**config.mk**
```make
export PLATFORM = sky130hd
export DESIGN_NAME = k16_io_arbiter_flat
export DESIGN_NICKNAME = d
export VERILOG_FILES = /design/src/rtl/k16_io_arbiter_pkg.sv /design/src/rtl/k16_io_arbiter_if.sv /design/src/rtl/k16_io_arbiter_rr_pick.sv /design/src/rtl/k16_io_arbiter.sv /design/src/flat_wrapper.sv
export SDC_FILE = /design/constraint.sdc
export NUM_CORES = 1
export LEC_CHECK = 0
export CORE_AREA = 2 2 84 86
export CTS_CLUSTER_SIZE = 20
export DETAILED_ROUTE_END_ITERATION = 16
export DIE_AREA = 0 0 86 88
export GPL_TIMING_DRIVEN = 0
export PLACE_DENSITY = 0.85
export SYNTH_ARGS = -nofsm -noshare
export SYNTH_HDL_FRONTEND = slang
export SYNTH_SLANG_ARGS = --single-unit
```
**constraint.sdc**
```tcl
create_clock -name clk -period 1.9 [get_ports clk]
set_clock_uncertainty 0.2 [all_clocks]
set_input_delay 0.38 -clock clk [delete_from_list [all_inputs] [get_ports clk]]
set_output_delay 0.38 -clock clk [all_outputs]
set_load 0.02 [all_outputs]
```
**src/rtl/k16_io_arbiter_pkg.sv**
```systemverilog
// Shared definitions for the K16 I/O arbiter: FSM state encoding, master
// indices and the K16 I/O register map.
package k16_io_arbiter_pkg;

    typedef enum logic [1:0] {
        ST_IDLE    = 2'd0,
        ST_ACCESS  = 2'd1,
        ST_CAPTURE = 2'd2,
        ST_ACK     = 2'd3
    } state_t;

    localparam logic MASTER_CPU     = 1'b0;
    localparam logic MASTER_MONITOR = 1'b1;

    localparam logic [2:0] ADDR_SWITCHES        = 3'd0;
    localparam logic [2:0] CTRL_SWITCHES        = 3'd1;
    localparam logic [2:0] ADDR_LEDS            = 3'd2;
    localparam logic [2:0] DATA_LEDS            = 3'd3;
    localparam logic [2:0] CMD_AND_REG_SWITCHES = 3'd4;
    localparam logic [2:0] COUNTER_HI           = 3'd5;
    localparam logic [2:0] COUNTER_LO           = 3'd6;
    localparam logic [2:0] SOUND_DIVISOR        = 3'd7;

endpackage

```
**src/rtl/k16_io_arbiter_if.sv**
```systemverilog
// Bundle of the two master request ports and the shared peripheral port.
// The m*_lock signals exist only when K16_IO_ARB_LOCK_EN is defined.
interface k16_io_arbiter_if #(
    parameter int ADDR_W = 3,
    parameter int DATA_W = 16
);
    logic              m0_req;
    logic [ADDR_W-1:0] m0_addr;
    logic [DATA_W-1:0] m0_din;
    logic              m0_we;
    logic              m0_ack;
    logic [DATA_W-1:0] m0_dout;

    logic              m1_req;
    logic [ADDR_W-1:0] m1_addr;
    logic [DATA_W-1:0] m1_din;
    logic              m1_we;
    logic              m1_ack;
    logic [DATA_W-1:0] m1_dout;

`ifdef K16_IO_ARB_LOCK_EN
    logic              m0_lock;
    logic              m1_lock;
`endif

    logic [ADDR_W-1:0] per_addr;
    logic [DATA_W-1:0] per_din;
    logic              per_write_en;
    logic [DATA_W-1:0] per_dout;

    // Arbiter side
    modport slave (
`ifdef K16_IO_ARB_LOCK_EN
        input  m0_lock, m1_lock,
`endif
        input  m0_req, m0_addr, m0_din, m0_we,
        input  m1_req, m1_addr, m1_din, m1_we,
        input  per_dout,
        output m0_ack, m0_dout, m1_ack, m1_dout,
        output per_addr, per_din, per_write_en
    );

    // Requesters plus peripheral side
    modport master (
`ifdef K16_IO_ARB_LOCK_EN
        output m0_lock, m1_lock,
`endif
        output m0_req, m0_addr, m0_din, m0_we,
        output m1_req, m1_addr, m1_din, m1_we,
        output per_dout,
        input  m0_ack, m0_dout, m1_ack, m1_dout,
        input  per_addr, per_din, per_write_en
    );

endinterface

```
**src/rtl/k16_io_arbiter_rr_pick.sv**
```systemverilog
// Combinational 2-way round-robin picker: a lone request wins outright,
// a tie goes to the master that was not granted last.
module k16_rr_pick (
    input  logic [1:0] reqs,
    input  logic       last_grant,
    output logic       valid,
    output logic       grant
);
    assign valid = |reqs;
    assign grant = (&reqs) ? ~last_grant : reqs[1];
endmodule

```
**src/rtl/k16_io_arbiter.sv**
```systemverilog
// Two-master round-robin arbiter for the K16 I/O register port.
// Bus locking is compiled in when K16_IO_ARB_LOCK_EN is defined.
module k16_io_arbiter
    import k16_io_arbiter_pkg::*;
#(
    parameter int ADDR_W   = 3,
    parameter int DATA_W   = 16,
    parameter int LOCK_MAX = 8
) (
    input  logic            clk,
    input  logic            reset,
    k16_io_arbiter_if.slave bus
);
    state_t            state;
    state_t            state_next;
    logic              owner;
    logic              last_grant;
    logic              we_q;
    logic [ADDR_W-1:0] addr_q;
    logic [DATA_W-1:0] din_q;
    logic [DATA_W-1:0] dout0_q;
    logic [DATA_W-1:0] dout1_q;
    logic [1:0]        eligible;
    logic              pick_valid;
    logic              pick_grant;
    logic              ack0;
    logic              ack1;
    logic              write_en;

    generate
        if (LOCK_MAX < 1) begin : g_bad_lock_max
            $error("LOCK_MAX must be at least 1");
        end
    endgenerate

`ifdef K16_IO_ARB_LOCK_EN
    localparam int CNT_W = $clog2(LOCK_MAX + 1);

    logic             lock_active;
    logic             lock_owner;
    logic             owner_lock;
    logic             grantee_lock;
    logic [CNT_W-1:0] lock_count;
    logic [CNT_W-1:0] count_next;

    assign owner_lock   = lock_owner ? bus.m1_lock : bus.m0_lock;
    assign grantee_lock = owner ? bus.m1_lock : bus.m0_lock;
    assign count_next   = lock_active ? lock_count + CNT_W'(1) : CNT_W'(1);

    // A held lock hides the other master from the picker entirely
    always_comb begin
        eligible = {bus.m1_req, bus.m0_req};
        if (lock_active && owner_lock)
            eligible = lock_owner ? {bus.m1_req, 1'b0} : {1'b0, bus.m0_req};
    end

    always_ff @(posedge clk or posedge reset) begin
        if (reset) begin
            lock_active <= 1'b0;
            lock_owner  <= MASTER_CPU;
            lock_count  <= '0;
        end else begin
            case (state)
                ST_IDLE: begin
                    if (lock_active && !owner_lock) begin
                        lock_active <= 1'b0;
                        lock_count  <= '0;
                    end
                end
                ST_ACK: begin
                    // Forced release needs no extra last_grant handling: the
                    // owner is the grantee here, so the other master wins next tie.
                    if (grantee_lock) begin
                        if (count_next >= CNT_W'(LOCK_MAX)) begin
                            lock_active <= 1'b0;
                            lock_count  <= '0;
                        end else begin
                            lock_active <= 1'b1;
                            lock_owner  <= owner;
                            lock_count  <= count_next;
                        end
                    end
                end
                default: ;
            endcase
        end
    end
`else
    assign eligible = {bus.m1_req, bus.m0_req};
`endif

    k16_rr_pick u_pick (
        .reqs       (eligible),
        .last_grant (last_grant),
        .valid      (pick_valid),
        .grant      (pick_grant)
    );

    always_ff @(posedge clk or posedge reset) begin
        if (reset) state <= ST_IDLE;
        else       state <= state_next;
    end

    always_comb begin
        state_next = state;
        ack0       = 1'b0;
        ack1       = 1'b0;
        write_en   = 1'b0;
        case (state)
            ST_IDLE:    if (pick_valid) state_next = ST_ACCESS;
            ST_ACCESS: begin
                write_en   = we_q;
                state_next = ST_CAPTURE;
            end
            ST_CAPTURE: state_next = ST_ACK;
            ST_ACK: begin
                ack0       = (owner == MASTER_CPU);
                ack1       = (owner == MASTER_MONITOR);
                state_next = ST_IDLE;
            end
            default:    state_next = ST_IDLE;
        endcase
    end

    always_ff @(posedge clk or posedge reset) begin
        if (reset) begin
            owner      <= MASTER_CPU;
            last_grant <= MASTER_MONITOR;
            we_q       <= 1'b0;
            addr_q     <= '0;
            din_q      <= '0;
            dout0_q    <= '0;
            dout1_q    <= '0;
        end else begin
            case (state)
                ST_IDLE: begin
                    if (pick_valid) begin
                        owner  <= pick_grant;
                        addr_q <= pick_grant ? bus.m1_addr : bus.m0_addr;
                        din_q  <= pick_grant ? bus.m1_din  : bus.m0_din;
                        we_q   <= pick_grant ? bus.m1_we   : bus.m0_we;
                    end
                end
                // Peripheral read data lags the address by one cycle
                ST_CAPTURE: begin
                    if (owner == MASTER_MONITOR) dout1_q <= bus.per_dout;
                    else                         dout0_q <= bus.per_dout;
                end
                ST_ACK:     last_grant <= owner;
                default: ;
            endcase
        end
    end

    assign bus.m0_ack       = ack0;
    assign bus.m1_ack       = ack1;
    assign bus.m0_dout      = dout0_q;
    assign bus.m1_dout      = dout1_q;
    assign bus.per_addr     = addr_q;
    assign bus.per_din      = din_q;
    assign bus.per_write_en = write_en;

endmodule

```
**src/flat_wrapper.sv**
```systemverilog
// flat-port wrapper written by rule: the top's interface ports become plain ports
module k16_io_arbiter_flat import k16_io_arbiter_pkg::*;
#(
    parameter int ADDR_W   = 3,
    parameter int DATA_W   = 16,
    parameter int LOCK_MAX = 8
)
  (clk, reset, bus_m0_req, bus_m0_addr, bus_m0_din, bus_m0_we, bus_m1_req, bus_m1_addr, bus_m1_din, bus_m1_we, bus_per_dout, bus_m0_ack, bus_m0_dout, bus_m1_ack, bus_m1_dout, bus_per_addr, bus_per_din, bus_per_write_en);
  k16_io_arbiter_if #(.ADDR_W(ADDR_W), .DATA_W(DATA_W)) bus_i ();
  input  logic clk;
  input  logic reset;
  input wire logic [$bits(bus_i.m0_req)-1:0] bus_m0_req;
  input wire logic [$bits(bus_i.m0_addr)-1:0] bus_m0_addr;
  input wire logic [$bits(bus_i.m0_din)-1:0] bus_m0_din;
  input wire logic [$bits(bus_i.m0_we)-1:0] bus_m0_we;
  input wire logic [$bits(bus_i.m1_req)-1:0] bus_m1_req;
  input wire logic [$bits(bus_i.m1_addr)-1:0] bus_m1_addr;
  input wire logic [$bits(bus_i.m1_din)-1:0] bus_m1_din;
  input wire logic [$bits(bus_i.m1_we)-1:0] bus_m1_we;
  input wire logic [$bits(bus_i.per_dout)-1:0] bus_per_dout;
  output wire logic [$bits(bus_i.m0_ack)-1:0] bus_m0_ack;
  output wire logic [$bits(bus_i.m0_dout)-1:0] bus_m0_dout;
  output wire logic [$bits(bus_i.m1_ack)-1:0] bus_m1_ack;
  output wire logic [$bits(bus_i.m1_dout)-1:0] bus_m1_dout;
  output wire logic [$bits(bus_i.per_addr)-1:0] bus_per_addr;
  output wire logic [$bits(bus_i.per_din)-1:0] bus_per_din;
  output wire logic [$bits(bus_i.per_write_en)-1:0] bus_per_write_en;
  assign bus_i.m0_req = bus_m0_req;
  assign bus_i.m0_addr = bus_m0_addr;
  assign bus_i.m0_din = bus_m0_din;
  assign bus_i.m0_we = bus_m0_we;
  assign bus_i.m1_req = bus_m1_req;
  assign bus_i.m1_addr = bus_m1_addr;
  assign bus_i.m1_din = bus_m1_din;
  assign bus_i.m1_we = bus_m1_we;
  assign bus_i.per_dout = bus_per_dout;
  assign bus_m0_ack = bus_i.m0_ack;
  assign bus_m0_dout = bus_i.m0_dout;
  assign bus_m1_ack = bus_i.m1_ack;
  assign bus_m1_dout = bus_i.m1_dout;
  assign bus_per_addr = bus_i.per_addr;
  assign bus_per_din = bus_i.per_din;
  assign bus_per_write_en = bus_i.per_write_en;
  k16_io_arbiter #(.ADDR_W(ADDR_W), .DATA_W(DATA_W), .LOCK_MAX(LOCK_MAX)) u_core (.clk(clk), .reset(reset), .bus(bus_i));
endmodule
```
==> reports/results.ini, run 1 <==
[status]
outcome=finished clean

[yosys]
synth_area_leader_cell=dfrtp_1
postSynth.asyncResetShare_pct=100
mappedNetlistNets=267
synthTopCellsByCount=dfrtp_1, a21oi_1, mux2_2, nand2_1, nor2_1
synth_top_area_share_pct=56.9
ys_ff_latch=56
syn_avg_cell_area_um2=12.0
ys_seq_area_share_pct=58.0
ys_types=23
syn_area_um2=2420
netlist_top_cells_area=dfrtp_1, mux2_2, a21oi_1, mux2_4, nand2_1
synth_warnings=0
syn_inst=202
synthFlopType=dfrtp_1
synth_edf_count=0
yosysMostFrequentCell=dfrtp_1

[worst_hold_path]
hold_end=u_core.bus.m1_dout[14]
hold_path_depth=1
hp-start=u_core.bus.m1_dout[14]
hp-class=flop to flop

[floorplan]
die_y_um=88
coreArea_um2=6640
io_pins=114
rows=30
die-area_um2=7570
initial_core_util_pct=36.4
die_w_um=86

[critical_path]
timing.rr.end=u_core.bus.m0_dout[11]
path_cells=clkdlybuf4s50_1
cp-end-kind=output port
cp_top_family=buffers and inverters
slowest_stage=clkdlybuf4s50_1
critPathMaxFanout=2
worstPathRequired_ps=1320
cpPeakStageDelay_ps=610
r2r_slack_ps=100
r2r_start=u_core.state[1]
cp.arrival_ps=1290
critPathKind=flop to output port
cp.buffers_inverters=1
r2r_cells=5
critPathLaunchType=flop

[timing]
fin_crit_sh_pct=98.7
hold_ws_ps=311
slew_headroom_pct=22.6
finalWorstSetupSlack_ps=25.5
maxSlewViolCount=0
setup_viol=0
max_freq_ghz=0.533
finalWorstPathRequiredPeriod_ps=1870
worst_pin_slew_ps=1160
hold_violations=0

[finish]
area_growth_pct=57.2
fillers=563
layout.nets=387
drive_gt1_share_pct=19.8
antennaDiodeCount=0
final_util_pct=57.2
regArea_um2=1400
final_area_um2=3800
multiInputGateArea_um2=936

[place]
portBuffers=113
hpwl_mm=4.25
pre_cts_ws_ps=-62.6
placed_area_um2=3650
place.gp.congestion=0.716

[pwr]
p_sw_share_pct=38.2
p_total_mw=6.30
clock_power_share_pct=9.9
ir_drop_mv=0.636
leakage_nw=1.85
switchingPower_mw=2.40
pwr-share-comb_pct=55.8
internal_power_mw=3.89
power_density_nw_per_um2=1660
power_frac_seq_pct=34.3

[route]
drt-total-wl_mm=5.92
drt_iter0_drc=32
ant_nets=0
wl_per_cell_um=14.7
first_pass_iters=4
vias=1947
vias_per_cell=4.83
drc=0

[grt]
grt_max_degree=57
grt_pass1_vias=2035
antenna_found_initial=0
grt_pass1_wl_mm=9.54
grt.overflow.total=0
track_usage_pct=16.2

[flow_run]
drv_cap=0

[clocking]
cts.sinks=56
clk_latency_ps=300
cts_tree=yes
clk_pin_slew_ps=100
h-tree-depth=2
cts_made_buffers=5
root_buffer=clkbuf_8
ctsHoldBuffers=0
ctsLongestPathBuffers=2

how the worst max path moves through the flow:
stage | start | end | slack [ps] | cells past startpoint
6_report | u_core.bus.m1_dout[9] | bus_m1_dout[9] | 30 | 1
5_1_grt | u_core.bus.m1_dout[9] | bus_m1_dout[9] | -20 | 1
4_1_cts | u_core.state[0] | u_core.bus.m0_dout[1] | 10 | 6
3_5_place_dp | reset | u_core.bus.m0_dout[11] | -60 | 2
3_3_place_gp | u_core.state[1] | bus_per_write_en | -50 | 4
2_1_floorplan | u_core.state[0] | u_core.bus.m0_dout[0] | 160 | 6
cell families (layout without fill, tap and decap cells):
kind of cell / count (synthesis) / in the layout / share of synthesized area [%]
compound gates: 46 / 46 / 10.2
fa+ha+maj: 5 / 5 / 2.59
buf+inv: 14 / 135 / 3.67
flops: 56 / 56 / 58.0
mux: 34 / 34 / 17.4
simple gates: 47 / 47 / 8.07
layout by cell type, fill, tap and decap left out:
| master | n |
|---|---|
| a21bo_2 | 1 |
| nor3b_2 | 1 |
| and2_1 | 2 |
| clkdlybuf4s50_1 | 79 |
| inv_2 | 2 |
| nor3_1 | 1 |
| dlymetal6s2s_1 | 31 |
| o21a_1 | 1 |
| clkbuf_1 | 2 |
| nand2_1 | 20 |
| mux2_2 | 24 |
| clkbuf_8 | 5 |
| clkinv_2 | 1 |
| a21oi_1 | 41 |
| a22o_1 | 1 |
| o21ai_1 | 1 |
| a21boi_2 | 1 |
| ha_1 | 3 |
| and2b_1 | 1 |
| clkinvlp_4 | 1 |
| buf_2 | 10 |
| dfrtp_1 | 55 |
| ha_2 | 2 |
| nor2_1 | 20 |
| mux2_4 | 10 |
| nand2_2 | 1 |
| buf_4 | 2 |
| nor2b_1 | 1 |
| dfstp_2 | 1 |
| buf_6 | 2 |
layout make-up:
class	instances	share of cell area, %
multi-input combinational	132	24.6
clock inverter	1	0.132
buffer	10	1.65
clock buffer	7	2.01
inverter	3	0.395
sequential	56	36.9
tap	80	2.63
timing repair buffer	114	31.7
per-stage QoR:
stage               setup TNS [ps]  instances
floorplan                        0        202
global placement             -1810        395
detailed placement           -3740        395
CTS                              0        403
global route                 -21.7        403
finish                           0        403
power groups by stage:
stage / clock network [mW] / logic [mW] / registers [mW]
2_1_floorplan: 0 / 1.36 / 2.84
3_3_place_gp: 0 / 3.57 / 2.14
3_5_place_dp: 0 / 3.63 / 2.19
4_1_cts: 0.655 / 3.63 / 2.17
5_1_grt: 0.703 / 3.79 / 2.25
6_report: 0.621 / 3.52 / 2.16
metal layers:
metal  share of wire, %  up-vias  track usage (%)
met5                  0        -                0
met4                1.4        0             5.63
met3                8.5        6             5.28
met2                 47       88             26.2
met1                 43      930             20.4
li1                   -      923                -
registers in the layout, summed over array words and instances (netlist names):
register             count
u_core.bus.m0_dout      16
u_core.bus.per_din      16
u_core.owner             1
u_core.we_q              1
u_core.bus.m1_dout      16
u_core.last_grant        1
u_core.state             2
u_core.bus.per_addr      3
repair_timing:
action                                  in CTS  in global routing
setup buffers                                0                  1
endpoints found under the setup margin       4                 45
gates resized for setup                     13                 36
Power figures use the tool's default switching activity.
==> inputs of run 2 (changes only) <==
--- a/config.mk
+++ b/config.mk
@@ -9,6 +9,7 @@
 export CTS_CLUSTER_SIZE = 20
 export DETAILED_ROUTE_END_ITERATION = 16
 export DIE_AREA = 0 0 86 88
+export GPL_ROUTABILITY_DRIVEN = 0
 export GPL_TIMING_DRIVEN = 0
 export PLACE_DENSITY = 0.85
 export SYNTH_ARGS = -nofsm -noshare
==> results of run 2 <==
Final layout, timing and power as in run 1 (identical DEF).
==> inputs of run 3 (changes only) <==
--- a/config.mk
+++ b/config.mk
@@ -5,10 +5,10 @@
 export SDC_FILE = /design/constraint.sdc
 export NUM_CORES = 1
 export LEC_CHECK = 0
-export CORE_AREA = 2 2 84 86
+export CORE_AREA = 2 2 81 90
 export CTS_CLUSTER_SIZE = 20
 export DETAILED_ROUTE_END_ITERATION = 16
-export DIE_AREA = 0 0 86 88
+export DIE_AREA = 0 0 83 92
 export GPL_ROUTABILITY_DRIVEN = 0
 export GPL_TIMING_DRIVEN = 0
 export PLACE_DENSITY = 0.85
==> run 3 against run 2 <==
Sequential share of layout area grew 0.26 points. Non-clock buffer count is the same. Worst hold slack is essentially flat. Register-to-register slack is essentially flat. Routed wire length shrank 2.1%. Combinational power is essentially flat. Critical path type unchanged. Critical endpoint is now bus_per_addr[2]. Largest cell class unchanged. Highest routed layer unchanged.
==> reports/results.ini, run 3 (synthesis results as in run 1) <==
[timing]
setup_tns_ps=0
max_freq_ghz=0.538
worst_pin_slew_ps=1200
slew_headroom_pct=20.0
fin_crit_sh_pct=97.8
finalWorstSetupSlack_ps=41.1
hold_violations=0
maxSlewViolCount=0
finalWorstPathRequiredPeriod_ps=1860
setup_viol=0
rsz0062_at_grt=no

[route]
drt-total-wl_mm=5.80
drc=0
vias_per_cell=4.80
ant_nets=0
drt_iter0_drc=38
vias=1957
first_pass_iters=4
wl_per_cell_um=14.2

[floorplan]
die_w_um=83
initial_core_util_pct=35.3
io_pins=114
coreArea_um2=6850
die-area_um2=7640
rows=32
die_y_um=92

[critical_path]
startpoint=u_core.bus.per_addr[2]
slowest_stage=clkdlybuf4s50_1
crit_cells=1
r2r_cells=5
critPathMaxFanout=2
cpPeakStageDelay_ps=620
r2r_slack_ps=100
worstPathRequired_ps=1320
cp.arrival_ps=1280
worstSetupEndpoint=bus_per_addr[2]
cp_top_family=buffers and inverters
timing.rr.end=u_core.bus.m0_dout[14]
cp.buffers_inverters=1
cp-end-kind=output port
r2r_start=u_core.state[0]
critPathLaunchType=flop
path_cells=clkdlybuf4s50_1
critPathKind=flop to output port

[finish]
layout_commonest_cell=clkdlybuf4s50_1
most-common-layout-cells=clkdlybuf4s50_1, dfrtp_1, a21oi_1
antennaDiodeCount=0
final_area_um2=3770
fin_cells=408
drive_gt1_share_pct=19.8
final_util_pct=55.1
fillers=568
area_growth_pct=56.2
layout.nets=387

[clocking]
root_buffer=clkbuf_8
clk_pin_slew_ps=90
cts_made_buffers=5
clk_latency_ps=300
cts.sinks=56
h-tree-depth=2
ctsHoldBuffers=0
ctsLongestPathBuffers=2
cts_tree=yes

[grt]
antenna_found_initial=0
grt_pass1_vias=2049
track_usage_pct=15.4
grt_max_degree=57
grt_pass1_wl_mm=9.58
grt.overflow.total=0

[pwr]
p_sw_share_pct=37.6
ir_drop_mv=0.748
internal_power_mw=3.96
power_density_nw_per_um2=1680
clock_power_share_pct=10.5
leakage_nw=1.71
power_frac_seq_pct=33.8
pwr-share-comb_pct=55.7
switchingPower_mw=2.38

[flow_run]
drv_cap=0

[worst_hold_path]
hp-class=flop to flop

[place]
placed_area_um2=3660
pre_cts_ws_ps=-73.9
portBuffers=113
hpwl_mm=4.26
dpl.cell_count=400

[status]
outcome=finished clean

[run 3: changes by cell type in the layout (fill, tap and decap cells not counted), sizes merged]
cell,previous run,this run
clkinv,1,0
clkdlybuf4s50,79,96
dlymetal6s2s,31,14
clkinvlp,1,2
[run 3: metal layers]
layer / part of all wire [%] / GRT usage [%] / up-vias
li1: - / - / 921
met1: 43 / 18.1 / 946
met2: 49 / 27.2 / 84
met3: 6.5 / 4.59 / 6
met4: 1.3 / 4.64 / 0
met5: 0 / 0 / -
[run 3: cell type report]
type	instances	area (µm²)	area share, %
multi-input cells	132	936	24.8
well taps	85	106	2.82
flip-flops and latches	56	1400	37.2
clock inverters	1	7.51	0.199
plain buffers	10	62.6	1.66
inverters	3	15.0	0.398
clock buffers	7	86.3	2.29
repair buffers	114	1160	30.7
[run 3: worst min path at each step]
stage,from,end,slack [ps],cells past startpoint
6_report,u_core.bus.m0_dout[7],u_core.bus.m0_dout[7],310,1
2_1_floorplan,reset,u_core.bus.m0_dout[0],260,1
4_1_cts,u_core.bus.m1_dout[9],u_core.bus.m1_dout[9],320,1
3_3_place_gp,u_core.bus.m1_dout[4],u_core.bus.m1_dout[4],290,1
3_5_place_dp,u_core.bus.m0_dout[7],u_core.bus.m0_dout[7],290,1
5_1_grt,u_core.bus.m1_dout[14],u_core.bus.m1_dout[14],330,1
[run 3: power by group through the flow]
stage	clock network [mW]	registers (mW)	logic [mW]
6_report	0.665	2.15	3.54
4_1_cts	0.700	2.16	3.61
3_3_place_gp	0	2.15	3.56
2_1_floorplan	0	2.84	1.36
3_5_place_dp	0	2.19	3.63
5_1_grt	0.740	2.23	3.81
[run 3: through the flow]
stage / hold slack [ps] / total power [mW]
3_3_place_gp: 287 / 5.71
5_1_grt: 327 / 6.77
3_5_place_dp: 292 / 5.82
6_report: 312 / 6.35
4_1_cts: 317 / 6.47
2_1_floorplan: 260 / 4.19
[run 3: repair_timing]
item                                    in CTS  in global routing
gates resized for setup                     14                 16
setup buffers                                1                  0
endpoints found under the setup margin      13                 19
hold endpoints to repair                     0                  0
pin swaps                                    0                  0
